`config.mk`:
```
export PLATFORM = sky130hd
export DESIGN_NAME = acc_mem_arbiter
export DESIGN_NICKNAME = d
export VERILOG_FILES = /design/src/rtl/acc_mem_pkg.sv /design/src/rtl/arb_sat_counter.sv /design/src/rtl/acc_mem_arbiter.sv
export SDC_FILE = /design/constraint.sdc
export NUM_CORES = 1
export LEC_CHECK = 0
export BUFFER_PORTS_ARGS = -buffer_cell sky130_fd_sc_hd__buf_2
export CAP_MARGIN = 10
export CELL_PAD_IN_SITES_DETAIL_PLACEMENT = 0
export CELL_PAD_IN_SITES_GLOBAL_PLACEMENT = 1
export CORE_ASPECT_RATIO = 0.7
export CORE_MARGIN = 2
export CORE_UTILIZATION = 26
export CTS_CLUSTER_DIAMETER = 50
export DETAILED_ROUTE_END_ITERATION = 8
export PLACE_DENSITY_LB_ADDON = 0.1
export SYNTH_ARGS = -nofsm -noshare
export SYNTH_HDL_FRONTEND = slang
export SYNTH_SLANG_ARGS = --single-unit
```
`constraint.sdc`:
```
create_clock -name clk -period 1.95 [get_ports clk]
set_clock_uncertainty 0.1 [all_clocks]
set_input_delay 0.195 -clock clk [delete_from_list [all_inputs] [get_ports clk]]
set_output_delay 0.195 -clock clk [all_outputs]
set_load 0.005 [all_outputs]
```
`src/rtl/acc_mem_pkg.sv`:
```
// Shared types and default widths for the accumulator processor memory path.
// Used by the memory arbiter and the datapath.
package acc_mem_pkg;

    localparam int DATA_W_DEF = 16;
    localparam int ADDR_W_DEF = 12;

    typedef enum logic [1:0] {
        NONE = 2'd0,
        CPU  = 2'd1,
        DMA  = 2'd2
    } owner_t;

    typedef enum logic {
        CPU_OWN = 1'b0,
        DMA_OWN = 1'b1
    } arb_state_t;

endpackage

```
`src/rtl/arb_sat_counter.sv`:
```
// Saturating up-counter with synchronous clear; increment has priority over clear
// and holds the count once it reaches LIMIT.
module arb_sat_counter #(
    parameter  int LIMIT = 4,
    localparam int W     = $clog2(LIMIT + 1)
) (
    input  logic         clk,
    input  logic         rst,
    input  logic         inc,
    input  logic         clr,
    output logic [W-1:0] count
);

    always_ff @(posedge clk or negedge rst) begin
        if (!rst) begin
            count <= '0;
        end else if (inc) begin
            if (count != W'(LIMIT)) begin
                count <= count + 1'b1;
            end
        end else if (clr) begin
            count <= '0;
        end
    end

endmodule

```
`src/rtl/acc_mem_arbiter.sv`:
```
// Arbitrates the unified instruction/data memory between the CPU datapath and a DMA port.
// Optional performance counters are enabled with the macro ARB_PERF_CNT_EN.
//
// state   | meaning
// CPU_OWN | CPU has priority; DMA wins only when CPU idle or DMA has starved
// DMA_OWN | DMA burst in progress; yields to a waiting CPU after MAX_BURST grants
module acc_mem_arbiter
    import acc_mem_pkg::*;
#(
    parameter int DATA_W     = DATA_W_DEF,
    parameter int ADDR_W     = ADDR_W_DEF,
    parameter int MAX_BURST  = 4,
    parameter int STARVE_LIM = 8
) (
    input  logic              clk,
    input  logic              rst,
    input  logic              cpu_rd,
    input  logic              cpu_wr,
    input  logic [ADDR_W-1:0] cpu_addr,
    input  logic [DATA_W-1:0] cpu_wdata,
    output logic [DATA_W-1:0] cpu_rdata,
    output logic              cpu_stall,
    input  logic              dma_req,
    input  logic              dma_we,
    input  logic [ADDR_W-1:0] dma_addr,
    input  logic [DATA_W-1:0] dma_wdata,
    output logic              dma_gnt,
    output logic              dma_rvalid,
    output logic [DATA_W-1:0] dma_rdata,
    output logic              mem_en,
    output logic              mem_we,
    output logic [ADDR_W-1:0] mem_addr,
    output logic [DATA_W-1:0] mem_wdata,
    input  logic [DATA_W-1:0] mem_rdata
`ifdef ARB_PERF_CNT_EN
    ,
    output logic [31:0]       perf_cpu_stall,
    output logic [31:0]       perf_dma_gnt
`endif
);

    localparam int BURST_W  = $clog2(MAX_BURST + 1);
    localparam int STARVE_W = $clog2(STARVE_LIM + 1);

    arb_state_t          state;
    arb_state_t          state_nxt;
    owner_t              rd_tag;
    owner_t              rd_tag_nxt;
    logic [BURST_W-1:0]  burst_cnt;
    logic [STARVE_W-1:0] starve_cnt;
    logic [DATA_W-1:0]   cpu_rdata_q;

    logic cpu_req;
    logic dma_act;
    logic cpu_win;
    logic dma_win;
    logic starve_full;
    logic burst_open;
    logic burst_clr;
    logic starve_inc;
    logic starve_clr;

    // Requests are masked during reset so every combinational output reads zero.
    assign cpu_req     = rst & (cpu_rd | cpu_wr);
    assign dma_act     = rst & dma_req;
    assign starve_full = (starve_cnt == STARVE_W'(STARVE_LIM));
    assign burst_open  = (burst_cnt < BURST_W'(MAX_BURST));

    always_ff @(posedge clk or negedge rst) begin
        if (!rst) begin
            state <= CPU_OWN;
        end else begin
            state <= state_nxt;
        end
    end

    always_comb begin
        state_nxt = state;
        case (state)
            CPU_OWN: if (dma_win)  state_nxt = DMA_OWN;
            DMA_OWN: if (!dma_win) state_nxt = CPU_OWN;
            default: state_nxt = CPU_OWN;
        endcase
    end

    always_comb begin
        cpu_win = 1'b0;
        dma_win = 1'b0;
        case (state)
            CPU_OWN: begin
                cpu_win = cpu_req & ~(dma_act & starve_full);
                dma_win = dma_act & ~cpu_win;
            end
            DMA_OWN: begin
                dma_win = dma_act & (burst_open | ~cpu_req);
                cpu_win = cpu_req & ~dma_win;
            end
            default: begin
                cpu_win = 1'b0;
                dma_win = 1'b0;
            end
        endcase
    end

    assign cpu_stall = cpu_req & ~cpu_win;
    assign dma_gnt   = dma_act & dma_win;

    // burst_cnt is always zero in CPU_OWN, so incrementing on the first DMA win loads 1.
    assign burst_clr  = ~dma_win;
    assign starve_inc = dma_act & ~dma_gnt;
    assign starve_clr = dma_gnt | ~dma_act;

    arb_sat_counter #(
        .LIMIT (MAX_BURST)
    ) u_burst_cnt (
        .clk   (clk),
        .rst   (rst),
        .inc   (dma_win),
        .clr   (burst_clr),
        .count (burst_cnt)
    );

    arb_sat_counter #(
        .LIMIT (STARVE_LIM)
    ) u_starve_cnt (
        .clk   (clk),
        .rst   (rst),
        .inc   (starve_inc),
        .clr   (starve_clr),
        .count (starve_cnt)
    );

    always_comb begin
        mem_en    = 1'b0;
        mem_we    = 1'b0;
        mem_addr  = '0;
        mem_wdata = '0;
        if (cpu_win) begin
            mem_en    = 1'b1;
            mem_we    = cpu_wr;
            mem_addr  = cpu_addr;
            mem_wdata = cpu_wdata;
        end else if (dma_win) begin
            mem_en    = 1'b1;
            mem_we    = dma_we;
            mem_addr  = dma_addr;
            mem_wdata = dma_wdata;
        end
    end

    // A simultaneous cpu_rd/cpu_wr is a write, so it never tags a read return.
    always_comb begin
        rd_tag_nxt = NONE;
        if (cpu_win && !cpu_wr) begin
            rd_tag_nxt = CPU;
        end else if (dma_win && !dma_we) begin
            rd_tag_nxt = DMA;
        end
    end

    always_ff @(posedge clk or negedge rst) begin
        if (!rst) begin
            rd_tag      <= NONE;
            cpu_rdata_q <= '0;
        end else begin
            rd_tag <= rd_tag_nxt;
            if (rd_tag == CPU) begin
                cpu_rdata_q <= mem_rdata;
            end
        end
    end

    assign cpu_rdata  = (rd_tag == CPU) ? mem_rdata : cpu_rdata_q;
    assign dma_rvalid = (rd_tag == DMA);
    assign dma_rdata  = dma_rvalid ? mem_rdata : '0;

`ifdef ARB_PERF_CNT_EN
    always_ff @(posedge clk or negedge rst) begin
        if (!rst) begin
            perf_cpu_stall <= '0;
            perf_dma_gnt   <= '0;
        end else begin
            if (cpu_stall) perf_cpu_stall <= perf_cpu_stall + 32'd1;
            if (dma_gnt)   perf_dma_gnt   <= perf_dma_gnt + 32'd1;
        end
    end
`endif

endmodule

```
==> reports/qor.txt, run 1 <==
status -> complete, but fails checks
violated checks -> setup timing
input/output buffers -> 142
clock buffer count from CTS -> 3
Clk Latency, worst-skew pair -> 0.26 ns
global router's overall resource usage -> 0.146
Hold/Removal Path Class -> in -> reg
final setup violation count -> 31
via count of the first global-routing pass -> 1618
number of nets produced by synthesis -> 223
Mapped Cells -> 141
sink count of the clock tree -> 26
floorplan row count -> 24
initial standard-cell utilization of the core -> 0.266
max-cap viol count -> 0
Pleak -> 1.44 nW
count of unique library cells instantiated by Yosys -> 32
area of the mapped netlist -> 0.00163 mm2
Placer Congestion -> 0.697
antenna cell count -> 0
Warnings, synthesis -> 0
instance area at placement -> 0.00243 mm2
horizontal extent of the die -> 98.6 um
count of boundary I/O pins -> 143
synthesized flop and latch total -> 26
Worst Hold Margin -> 0.0864 ns
Wirelength per Cell -> 14.1 um
sequential area share after synthesis -> 0.400
drt first-iter violations -> 45
maximum buffer depth of the clock tree -> 2
number of antenna violations at the first check in global routing -> 0
required time worst endpoint -> 1.65 ns
endpoint class of the critical path -> output port
net total in the final layout -> 384
type of element launching the critical path -> flop
relative slew slack -> 0.575
number of enable-type register cells in the synthesized netlist -> 0
Chip Height -> 70.2 um
peak supply drop -> 0.266 mV
Max Slew Vio Count -> 0
async set or reset register ratio after synthesis -> 1.00
wire length of the first global-routing pass -> 8.27 mm
pin count of the biggest net entering global routing -> 22
wire length after detailed routing -> 5.33 mm
CTS clk-pin slew, worst paths -> 0.08 ns
Avg Vias per Cell -> 4.54
post-route cell area -> 0.00267 mm2
area used by multi-input combinational logic -> 983 um2
final core utilization -> 0.436
crit path time final -> 2.17 ns
area delta synth->final -> 64.1%
floorplan die area -> 0.00692 mm2
Worst-Margin Slew -> 0.635 ns
final cycle utilization of the critical path -> 1.11
Total Negative Setup Slacks -> -5.50 ns
post-synthesis cell type with the largest combined area -> dfrtp_1
R2R setup slack -> 0.17 ns
most common library cells after synthesis -> 28 x a22o_1, 26 x dfrtp_1, 18 x and2_1, 17 x mux2_2, 6 x buf_6
filler cell count in the final layout -> 635
power per unit of standard cell area -> 519 mW/mm2
area of the core -> 0.00613 mm2
highest clock frequency the design can meet -> 0.461 GHz
final-report hold violation count -> 0
Max FO, Critical Path -> 6
length of the first detailed-routing pass in iterations -> 4
CTS tree -> yes
number of DRC violations after detailed routing -> 0
clock root buffer -> clkbuf_8
combined flip-flop and latch cell area -> 651 um2
Synth top area share -> 0.400
Synth Flop Type -> dfrtp_1
arrival time at the worst endpoint -> 1.87 ns
Post-DRT Antenna Nets -> 0
overflow left after global routing -> 0
Final WS setup -> -0.219 ns
dominant cell by count in the synthesized netlist -> a22o_1
average cell area after synthesis -> 11.5 um2
main area contributors after synthesis -> dfrtp_1 40%, a22o_1 15%, mux2_2 12%
share of post-route cells with drive strength above 1 -> 0.647
vias after detailed routing -> 1717
maximum level of the CTS H-tree -> 1
critical path start-end classification -> reg -> out
unrepaired setup endpoints after global routing -> yes
half-perimeter wire length after detailed placement -> 3.74 mm
==> sequential cells by signal, indices dropped and copies added (netlist names) <==
register	cells
rd_tag	2
u_burst_cnt.count	3
state	1
u_starve_cnt.count	4
cpu_rdata_q	16
==> power by group <==
group / internal [mW] / switching (mW) / total (mW)
Sequential: 0.608 / 0.0158 / 0.624
Combinational: 0.269 / 0.202 / 0.471
Clock: 0.138 / 0.154 / 0.292
Total: 1.02 / 0.372 / 1.39
==> critical path: stages (launching register included) <==
cell,delay (ns)
dfrtp_1,0.35
inv_1,0.07
ha_4,0.16
and4bb_2,0.30
o311a_4,0.42
a22o_1,0.18
buf_2,0.13
==> through the flow <==
stage               worst slack, ns  power, mW  std cells
detailed placement         -0.00955       1.07        362
global placement             0.0130       1.07        362
finish                       -0.219       1.39        378
global route                 -0.312       1.49        378
CTS                          -0.250       1.41        377
floorplan                     0.138      0.839        141
==> cell usage in the layout, fill, tap and decap left out, types with 2 or more instances in the layout <==
cell,netlist,final
and2b_1,2,2
dfrtp_1,26,26
nand3_1,2,2
clkbuf_8,0,3
o311a_4,1,5
and2_1,18,18
nand2_1,3,3
xnor2_1,2,2
dlygate4sd3_1,0,2
nor2b_1,2,2
ha_1,4,3
buf_2,2,141
inv_1,5,4
nor2_1,5,5
a22o_1,28,28
mux2_2,17,16
nand3b_1,2,2
buf_4,0,13
buf_6,6,5
==> timing repair <==
item / in CTS / in global routing
hold buffers: 1 / 1
setup buffers: 5 / 1
gates cloned: 6 / 0
pin swaps: 26 / 1
setup endpoints to repair: 31 / 31
resized for setup: 17 / 1
hold endpoints to repair: 26 / 1
==> per-layer routing <==
layer | GRT usage | part of all wire | vias to the layer above
li1 | - | - | 848
met1 | 0.207 | 0.48 | 809
met2 | 0.231 | 0.47 | 54
met3 | 0.0340 | 0.038 | 6
met4 | 0.0259 | 0.0092 | 0
met5 | 0 | 0 | -
==> cell type report <==
cell class | instances | area share
clock buffer | 3 | 0.0155
inverter | 5 | 0.00703
multi-input combinational | 105 | 0.368
sequential | 26 | 0.244
tap | 78 | 0.0365
timing repair buffer | 161 | 0.329
==> final timing paths <==
path / to / depth (start not counted) / startpoint
setup reg to reg: u_starve_cnt.count[3]$_DFFE_PN0P_ / 6 / u_starve_cnt.count[1]$_DFFE_PN0P_
min in group asynchronous: state$_DFF_PN0_ / 2 / rst
hold reg to reg: cpu_rdata_q[9]$_DFF_PN0_ / 1 / cpu_rdata_q[9]$_DFF_PN0_
setup / recovery: mem_wdata[11] / 6 / u_starve_cnt.count[1]$_DFFE_PN0P_
max in group asynchronous: cpu_rdata_q[1]$_DFF_PN0_ / 3 / rst
hold / removal: cpu_rdata_q[8]$_DFF_PN0_ / 2 / mem_rdata[8]
==> kinds of logic after synthesis <==
family                     after synthesis  synth area share
buffers and inverters                   14            0.0615
and+or+nand+nor                         40             0.156
muxes                                   18             0.124
adders and majority gates                4            0.0307
DFF                                     26             0.400
xor gates and xnor gates                 3            0.0161
AOI/OAI and AO/OA                       36             0.212
Power figures use the tool's default switching activity.
==> inputs of run 2 (changes only) <==
--- a/config.mk
+++ b/config.mk
@@ -5,6 +5,7 @@
 export SDC_FILE = /design/constraint.sdc
 export NUM_CORES = 1
 export LEC_CHECK = 0
+export ABC_AREA = 1
 export BUFFER_PORTS_ARGS = -buffer_cell sky130_fd_sc_hd__buf_2
 export CAP_MARGIN = 10
 export CELL_PAD_IN_SITES_DETAIL_PLACEMENT = 0
==> run 2 against run 1 <==
The flow still finishes with violations (setup timing). Cell count rose by 36%. Combinational power rose by 16%. First-iteration DRC count rose by 60%. Clock-buffer cell count did not move. Global-route usage fell by 1.6 points. Design area rose by 12%. Wire length rose by 4.6%. Worst setup slack improved by 0.21 ns. Critical path type unchanged. Highest routed layer unchanged.
==> reports/qor.txt, run 2 <==
Placer Congestion -> 0.748 (+7.3%)
max-cap viol count -> 0 (unchanged)
combinational fraction of design power -> 0.338 (-0.002)
Pleak -> 1.78 nW (+23%)
final setup violation count -> 1 (-97%)
sink count of the clock tree -> 26 (unchanged)
final standard cell count with taps included and fillers excluded -> 513 (+36%)
endpoint class of the critical path -> output port
wire length after detailed routing -> 5.57 mm (+4.6%)
worst setup path startpoint -> u_starve_cnt.count[1]$_DFFE_PN0P_
required time worst endpoint -> 1.65 ns (about the same)
area of the core -> 0.00679 mm2 (+11%)
main area contributors after synthesis -> dfrtp_1 35%, nand3_1 14%, nand2_1 12%
dominant cell by count in the synthesized netlist -> nand2_1
number of cells traversed by the worst register-to-register path -> 11 (+5)
initial standard-cell utilization of the core -> 0.270 (+0.00450)
area used by multi-input combinational logic -> 987 um2 (+0.38%)
share of post-route cells with drive strength above 1 -> 0.480 (-0.167)
status -> complete, but fails checks
maximum level of the CTS H-tree -> 1 (unchanged)
number of antenna violations at the first check in global routing -> 0 (unchanged)
floorplan row count -> 25 (+4.2%)
commonest cells after routing, fill and taps aside -> 140 x buf_2, 55 x nand2_1, 51 x nand3_1
Clk Latency, worst-skew pair -> 0.27 ns (about the same)
crit path time final -> 1.96 ns (-0.212 ns)
Post-Place Worst Slack -> 0.157 ns (+0.167 ns)
CTS clk-pin slew, worst paths -> 0.09 ns (about the same)
type of element launching the critical path -> flop
combined flip-flop and latch cell area -> 651 um2 (unchanged)
antenna cell count -> 0 (unchanged)
instance area at placement -> 0.00269 mm2 (+11%)
via count of the first global-routing pass -> 1813 (+12%)
post-route cell area -> 0.00298 mm2 (+12%)
global router's overall resource usage -> 0.130 (-0.0160)
async set or reset register ratio after synthesis -> 1.00 (unchanged)
wire length of the first global-routing pass -> 8.41 mm (+1.8%)
post-synthesis cell type with the largest combined area -> dfrtp_1
peak supply drop -> 0.325 mV (+22%)
Chip Height -> 74.3 um (+5.8%)
start of the worst register-to-register path -> u_starve_cnt.count[1]$_DFFE_PN0P_
number of enable-type register cells in the synthesized netlist -> 0 (unchanged)
net total in the final layout -> 502 (+31%)
final cycle utilization of the critical path -> 1.00 (-0.109)
synthesized flop and latch total -> 26 (unchanged)
clock root buffer -> clkbuf_8
unrepaired setup endpoints after global routing -> yes
Hold/Removal Path Class -> in -> reg
floorplan die area -> 0.00775 mm2 (+12%)
Wirelength per Cell -> 10.9 um (-23%)
Max FO, Critical Path -> 8 (+2)
biggest registers after layout -> cpu_rdata_q (16), u_starve_cnt.count (4), u_burst_cnt.count (3)
number of DRC violations after detailed routing -> 0 (unchanged)
area of the mapped netlist -> 0.00183 mm2 (+13%)
number of nets produced by synthesis -> 343 (+54%)
Max Slew Vio Count -> 0 (unchanged)
average cell area after synthesis -> 7.03 um2 (-39%)
pin count of the biggest net entering global routing -> 33 (+50%)
area delta synth->final -> 62.7%
Mapped Cells -> 261 (+85%)
highest clock frequency the design can meet -> 0.511 GHz (+11%)
sequential area share after synthesis -> 0.355 (-0.0450)
register share of total power -> 0.387 (-0.063)
power share of the clock group -> 0.274 (+0.063)
count of boundary I/O pins -> 143 (unchanged)
CTS tree -> yes
Synth Flop Type -> dfrtp_1
filler cell count in the final layout -> 720 (+13%)
vias after detailed routing -> 2147 (+25%)
Final Total Pwr -> 1.61 mW (+16%)
count of unique library cells instantiated by Yosys -> 23 (-28%)
Final WS setup -> -0.00667 ns (+0.212 ns)
violated checks -> setup timing
overflow left after global routing -> 0 (unchanged)
input/output buffers -> 142 (unchanged)
Synth top area share -> 0.355 (-0.0450)
Net Sw Frac -> 0.283 (+0.0152)
half-perimeter wire length after detailed placement -> 4.18 mm (+12%)
Post-DRT Antenna Nets -> 0 (unchanged)
length of the first detailed-routing pass in iterations -> 4 (unchanged)
total internal power -> 1.15 mW (+14%)
Warnings, synthesis -> 0 (unchanged)
power per unit of standard cell area -> 540 mW/mm2 (+3.9%)
most common cell after layout, fill and taps aside -> buf_2
max reg flops -> 16 (unchanged)
end of the critical path -> mem_we
Biggest register -> cpu_rdata_q
placed instance count -> 493 (+36%)
relative slew slack -> 0.665 (+0.0902)
most common library cells after synthesis -> 58 x nand2_1, 53 x nand3_1, 33 x inv_1, 26 x dfrtp_1, 25 x nor2_1
horizontal extent of the die -> 104 um (+5.9%)
arrival time at the worst endpoint -> 1.66 ns (-0.21 ns)
maximum buffer depth of the clock tree -> 2 (unchanged)
drt first-iter violations -> 72 (+60%)
Psw -> 0.456 mW (+23%)
final-report hold violation count -> 0 (unchanged)
Total Negative Setup Slacks -> -0.00667 ns (+5.49 ns)
critical path start-end classification -> reg -> out
clock buffer count from CTS -> 3 (unchanged)
Avg Vias per Cell -> 4.19 (-7.9%)
endpoint of the worst-slack reg-to-reg timing path -> rd_tag[1]$_DFF_PN0_
Worst-Margin Slew -> 0.502 ns (-0.133 ns)
R2R setup slack -> 0.25 ns (+0.08 ns)
-- run 2: cell count changes after synthesis, moves of 10 or more --
cell / before / now
nand3_2: 0 / 10
nand3_1: 2 / 53
mux2_2: 17 / 0
nand2_1: 3 / 58
o21ai_0: 0 / 19
inv_1: 5 / 33
a22o_1: 28 / 0
and2_1: 18 / 0
nor2_1: 5 / 25
-- run 2: power by group through the flow --
stage	Sequential, mW	Clock (mW)	Combinational [mW]
6_report	0.624	0.442	0.545
5_1_grt	0.632	0.491	0.615
4_1_cts	0.624	0.462	0.508
3_5_place_dp	0.635	0	0.497
3_3_place_gp	0.634	0	0.500
2_1_floorplan	0.631	0	0.242
-- run 2: final cells by class --
class,count,area share
repair buffers,170,0.343
clock buffers,3,0.0138
multi-input cells,184,0.331
clock inverters,1,0.0101
well taps,94,0.0394
flip-flops and latches,26,0.218
inverters,35,0.0449
-- run 2: metrics by stage --
step	utilization	hold WS (ns)
floorplan	-	-0.201
global placement	0.396	0.105
detailed placement	0.396	0.105
CTS	0.414	0.0294
global route	0.440	0.0228
finish	0.440	0.0299
-- run 2: critical path, stage by stage, from the launching register on --
cell and delay [ns]:
dfrtp_1 0.40, inv_2 0.09, ha_4 0.15, nand3_4 0.08, nand2_2 0.07, nand2_2 0.06
nand2_4 0.13, buf_12 0.15, nand3_1 0.06, nand2_1 0.08, buf_2 0.11
-- run 2: kinds of logic after synthesis --
logic type,after synthesis,share of synthesized area
buffers and inverters,51,0.130
xor gates and xnor gates,3,0.0143
and+or+nand+nor,156,0.414
DFF,26,0.355
adders and majority gates,4,0.0273
AOI/OAI and AO/OA,21,0.0593
-- run 2: repair_timing --
item / 4_1_cts / 5_1_grt
hold buffers: 4 / 0
buffers inserted: 1 / 9
pin swaps: 1 / 8
cloned: 0 / 2
setup endpoints to repair: 31 / 31
endpoints found under the hold margin: 27 / 0
resized for setup: 1 / 15
-- run 2: metal layers --
metal  track usage  part of all wire
met1         0.172              0.46
met5             0                 0
met3        0.0289             0.053
met2         0.224              0.48
met4        0.0225            0.0052
-- run 2: worst min path at each step --
stage               startpoint                        to  slack, ns  cells after the start
finish                  cpu_wr       rd_tag[0]$_DFF_PN0_       0.03                      2
global route            cpu_wr       rd_tag[0]$_DFF_PN0_       0.02                      2
CTS                     cpu_wr       rd_tag[0]$_DFF_PN0_       0.03                      2
detailed placement         rst       rd_tag[1]$_DFF_PN0_       0.11                      2
global placement           rst       rd_tag[1]$_DFF_PN0_       0.10                      2
floorplan                  rst  cpu_rdata_q[0]$_DFF_PN0_      -0.20                      0
==> inputs of run 3 (changes only) <==
--- a/config.mk
+++ b/config.mk
@@ -15,7 +15,7 @@
 export CORE_UTILIZATION = 26
 export CTS_CLUSTER_DIAMETER = 50
 export DETAILED_ROUTE_END_ITERATION = 8
-export PLACE_DENSITY_LB_ADDON = 0.1
+export PLACE_DENSITY = 0.93
 export SYNTH_ARGS = -nofsm -noshare
 export SYNTH_HDL_FRONTEND = slang
 export SYNTH_SLANG_ARGS = --single-unit
==> run 3 against run 2 <==
Critical path type unchanged. Hold slack worse by 0.0063 ns. Clock-buffer cell count stayed put. Wire length is 7.2% higher. Design area is 0.42% higher. Register-to-register slack better by 0.08 ns. Utilization is 0.18 points higher. Sequential cell count stayed put. Largest power group unchanged. Sequential power hardly changed. The run still ends with setup timing left.
==> reports/qor.txt, run 3 (synthesis gave the netlist of run 2 again) <==
status -> complete, but fails checks
violated checks -> setup timing
filler cell count in the final layout -> 692 (-3.9%)
type of element launching the critical path -> flop
number of antenna violations at the first check in global routing -> 0 (unchanged)
Chip Height -> 74.3 um (unchanged)
sink count of the clock tree -> 26 (unchanged)
Hold/Removal Path Class -> in -> reg
final core utilization -> 0.441 (+0.00184)
arrival time at the worst endpoint -> 1.69 ns (+0.03 ns)
antenna cell count -> 0 (unchanged)
Avg Vias per Cell -> 4.33 (+3.4%)
clock buffer count from CTS -> 3 (unchanged)
floorplan die area -> 0.00775 mm2 (unchanged)
Pleak -> 1.76 nW (-1.0%)
half-perimeter wire length after detailed placement -> 4.33 mm (+3.6%)
CTS tree -> yes
unrepaired setup endpoints after global routing -> yes
number of DRC violations after detailed routing -> 0 (unchanged)
maximum level of the CTS H-tree -> 1 (unchanged)
most repeated library cell on the critical path -> nand2_2
crit path time final -> 1.99 ns (+0.0309 ns)
Worst Hold Margin -> 0.0236 ns (-0.00628 ns)
via count of the first global-routing pass -> 1974 (+8.9%)
Clk Latency, worst-skew pair -> 0.28 ns (about the same)
final cycle utilization of the critical path -> 1.02 (+0.0159)
count of boundary I/O pins -> 143 (unchanged)
highest-delay cell along the critical path -> dfrtp_1
clock root buffer -> clkbuf_8
length of the first detailed-routing pass in iterations -> 4 (unchanged)
Max FO, Critical Path -> 7 (-1)
initial standard-cell utilization of the core -> 0.270 (unchanged)
area of the core -> 0.00679 mm2 (unchanged)
maximum buffer depth of the clock tree -> 2 (unchanged)
max-cap viol count -> 0 (unchanged)
final-report hold violation count -> 0 (unchanged)
biggest registers after layout -> cpu_rdata_q (16), u_starve_cnt.count (4), u_burst_cnt.count (3)
floorplan row count -> 25 (unchanged)
commonest cells after routing, fill and taps aside -> 140 x buf_2, 55 x nand2_1, 41 x nand3_1
area delta synth->final -> 63.4%
overflow left after global routing -> 0 (unchanged)
most common cell after layout, fill and taps aside -> buf_2
share of post-route cells with drive strength above 1 -> 0.500 (+0.0203)
wire length after detailed routing -> 5.97 mm (+7.2%)
global router's overall resource usage -> 0.138 (+0.00821)
Max Slew Vio Count -> 0 (unchanged)
Final Total Pwr -> 1.64 mW (+1.9%)
vias after detailed routing -> 2190 (+2.0%)
critical path start-end classification -> reg -> out
highest clock frequency the design can meet -> 0.503 GHz (-1.6%)
horizontal extent of the die -> 104 um (unchanged)
CTS clk-pin slew, worst paths -> 0.09 ns (about the same)
final setup violation count -> 13 (+12)
Wirelength per Cell -> 11.8 um (+8.7%)
power per unit of standard cell area -> 548 mW/mm2 (+1.5%)
Worst-Margin Slew -> 0.432 ns (-0.0695 ns)
net total in the final layout -> 495 (-1.4%)
wire length of the first global-routing pass -> 8.91 mm (+6.0%)
relative slew slack -> 0.712 (+0.0464)
input/output buffers -> 142 (unchanged)
endpoint class of the critical path -> output port
peak supply drop -> 0.257 mV (-21%)
required time worst endpoint -> 1.65 ns (about the same)
CP peak stage delay -> 0.41 ns (about the same)
Post-DRT Antenna Nets -> 0 (unchanged)
drt first-iter violations -> 118 (+64%)
Placer Congestion -> 0.809 (+8.2%)
pin count of the biggest net entering global routing -> 33 (unchanged)
max reg flops -> 16 (unchanged)
Biggest register -> cpu_rdata_q
chain of cells forming the critical path -> inv_2 > ha_4 > nand3_4 > nand2_2 > nand2_2 > nand2_4 > clkbuf_16 > nand3_1 > nand2_1 > buf_2
Final WS setup -> -0.0376 ns (-0.0309 ns)
[run 3: cell count changes in the layout (fill, tap and decap cells not counted), moves of 2 or more]
| cell | previous run | this run |
|---|---|---|
| buf_4 | 18 | 13 |
| dlygate4sd3_1 | 4 | 2 |
| buf_16 | 0 | 2 |
| nand3_2 | 11 | 21 |
| nand3_1 | 51 | 41 |
[run 3: final timing paths]
check                                             startpoint                                to  slack, ns  cells after the start
max reg2reg                u_starve_cnt.count[1]$_DFFE_PN0P_  u_burst_cnt.count[0]$_DFFE_PN0P_       0.33                     10
min                                                   cpu_wr               rd_tag[0]$_DFF_PN0_       0.02                      2
max                        u_starve_cnt.count[1]$_DFFE_PN0P_                       mem_addr[1]      -0.04                     10
min reg2reg                         cpu_rdata_q[4]$_DFF_PN0_          cpu_rdata_q[4]$_DFF_PN0_       0.39                      2
min in group asynchronous                                rst                   state$_DFF_PN0_       0.27                      2
max in group asynchronous                                rst  u_burst_cnt.count[1]$_DFFE_PN0P_       0.99                      3
[run 3: metrics by stage]
stage / setup TNS [ns] / cell area (um2) / cells / setup slack, ns
2_1_floorplan: 0 / 1830 / 261 / 0.411
3_3_place_gp: 0 / 2660 / 489 / 0.200
3_5_place_dp: 0 / 2660 / 489 / 0.179
4_1_cts: -1.59 / 2870 / 503 / -0.0691
5_1_grt: -3.16 / 3000 / 506 / -0.139
6_report: -0.200 / 3000 / 506 / -0.0376
[run 3: layer usage]
layer  up-vias  track usage  routed length, um
met5         -            0                  0
met4         0       0.0420                 83
met3         9       0.0280                214
met2        46        0.251               3060
met1      1005        0.170               2610
li1       1130            -                  -
[run 3: cell type report]
type | count | area [um2] | share of cell area
clock inverter | 1 | 30.0 | 0.0100
clock buffer | 3 | 41.3 | 0.0138
multi-input combinational | 184 | 1040 | 0.346
sequential | 26 | 651 | 0.217
inverter | 35 | 139 | 0.0463
timing repair buffer | 163 | 981 | 0.327
tap | 94 | 118 | 0.0392
[run 3: timing repair]
action | in CTS | in global routing
resized for setup | 8 | 20
pin swaps | 4 | 11
hold buffers | 2 | 0
endpoints found under the setup margin | 32 | 32
hold endpoints to repair | 27 | 0
cloned | 2 | 1
setup buffers | 6 | 2
[run 3: critical path, delay by kind of cell, from the launching register on]
kind,cells,cell delay [ns]
AND/OR/NAND/NOR,6,0.47
flip-flops,1,0.41
buffers and inverters,3,0.38
adder cells (fa/ha/maj),1,0.14
[run 3: report_power, final]
group	internal (mW)	leakage, nW	switching (mW)
logic	0.278	1.39	0.291
registers	0.605	0.333	0.0198
clock network	0.275	0.0357	0.172
total	1.16	1.76	0.483
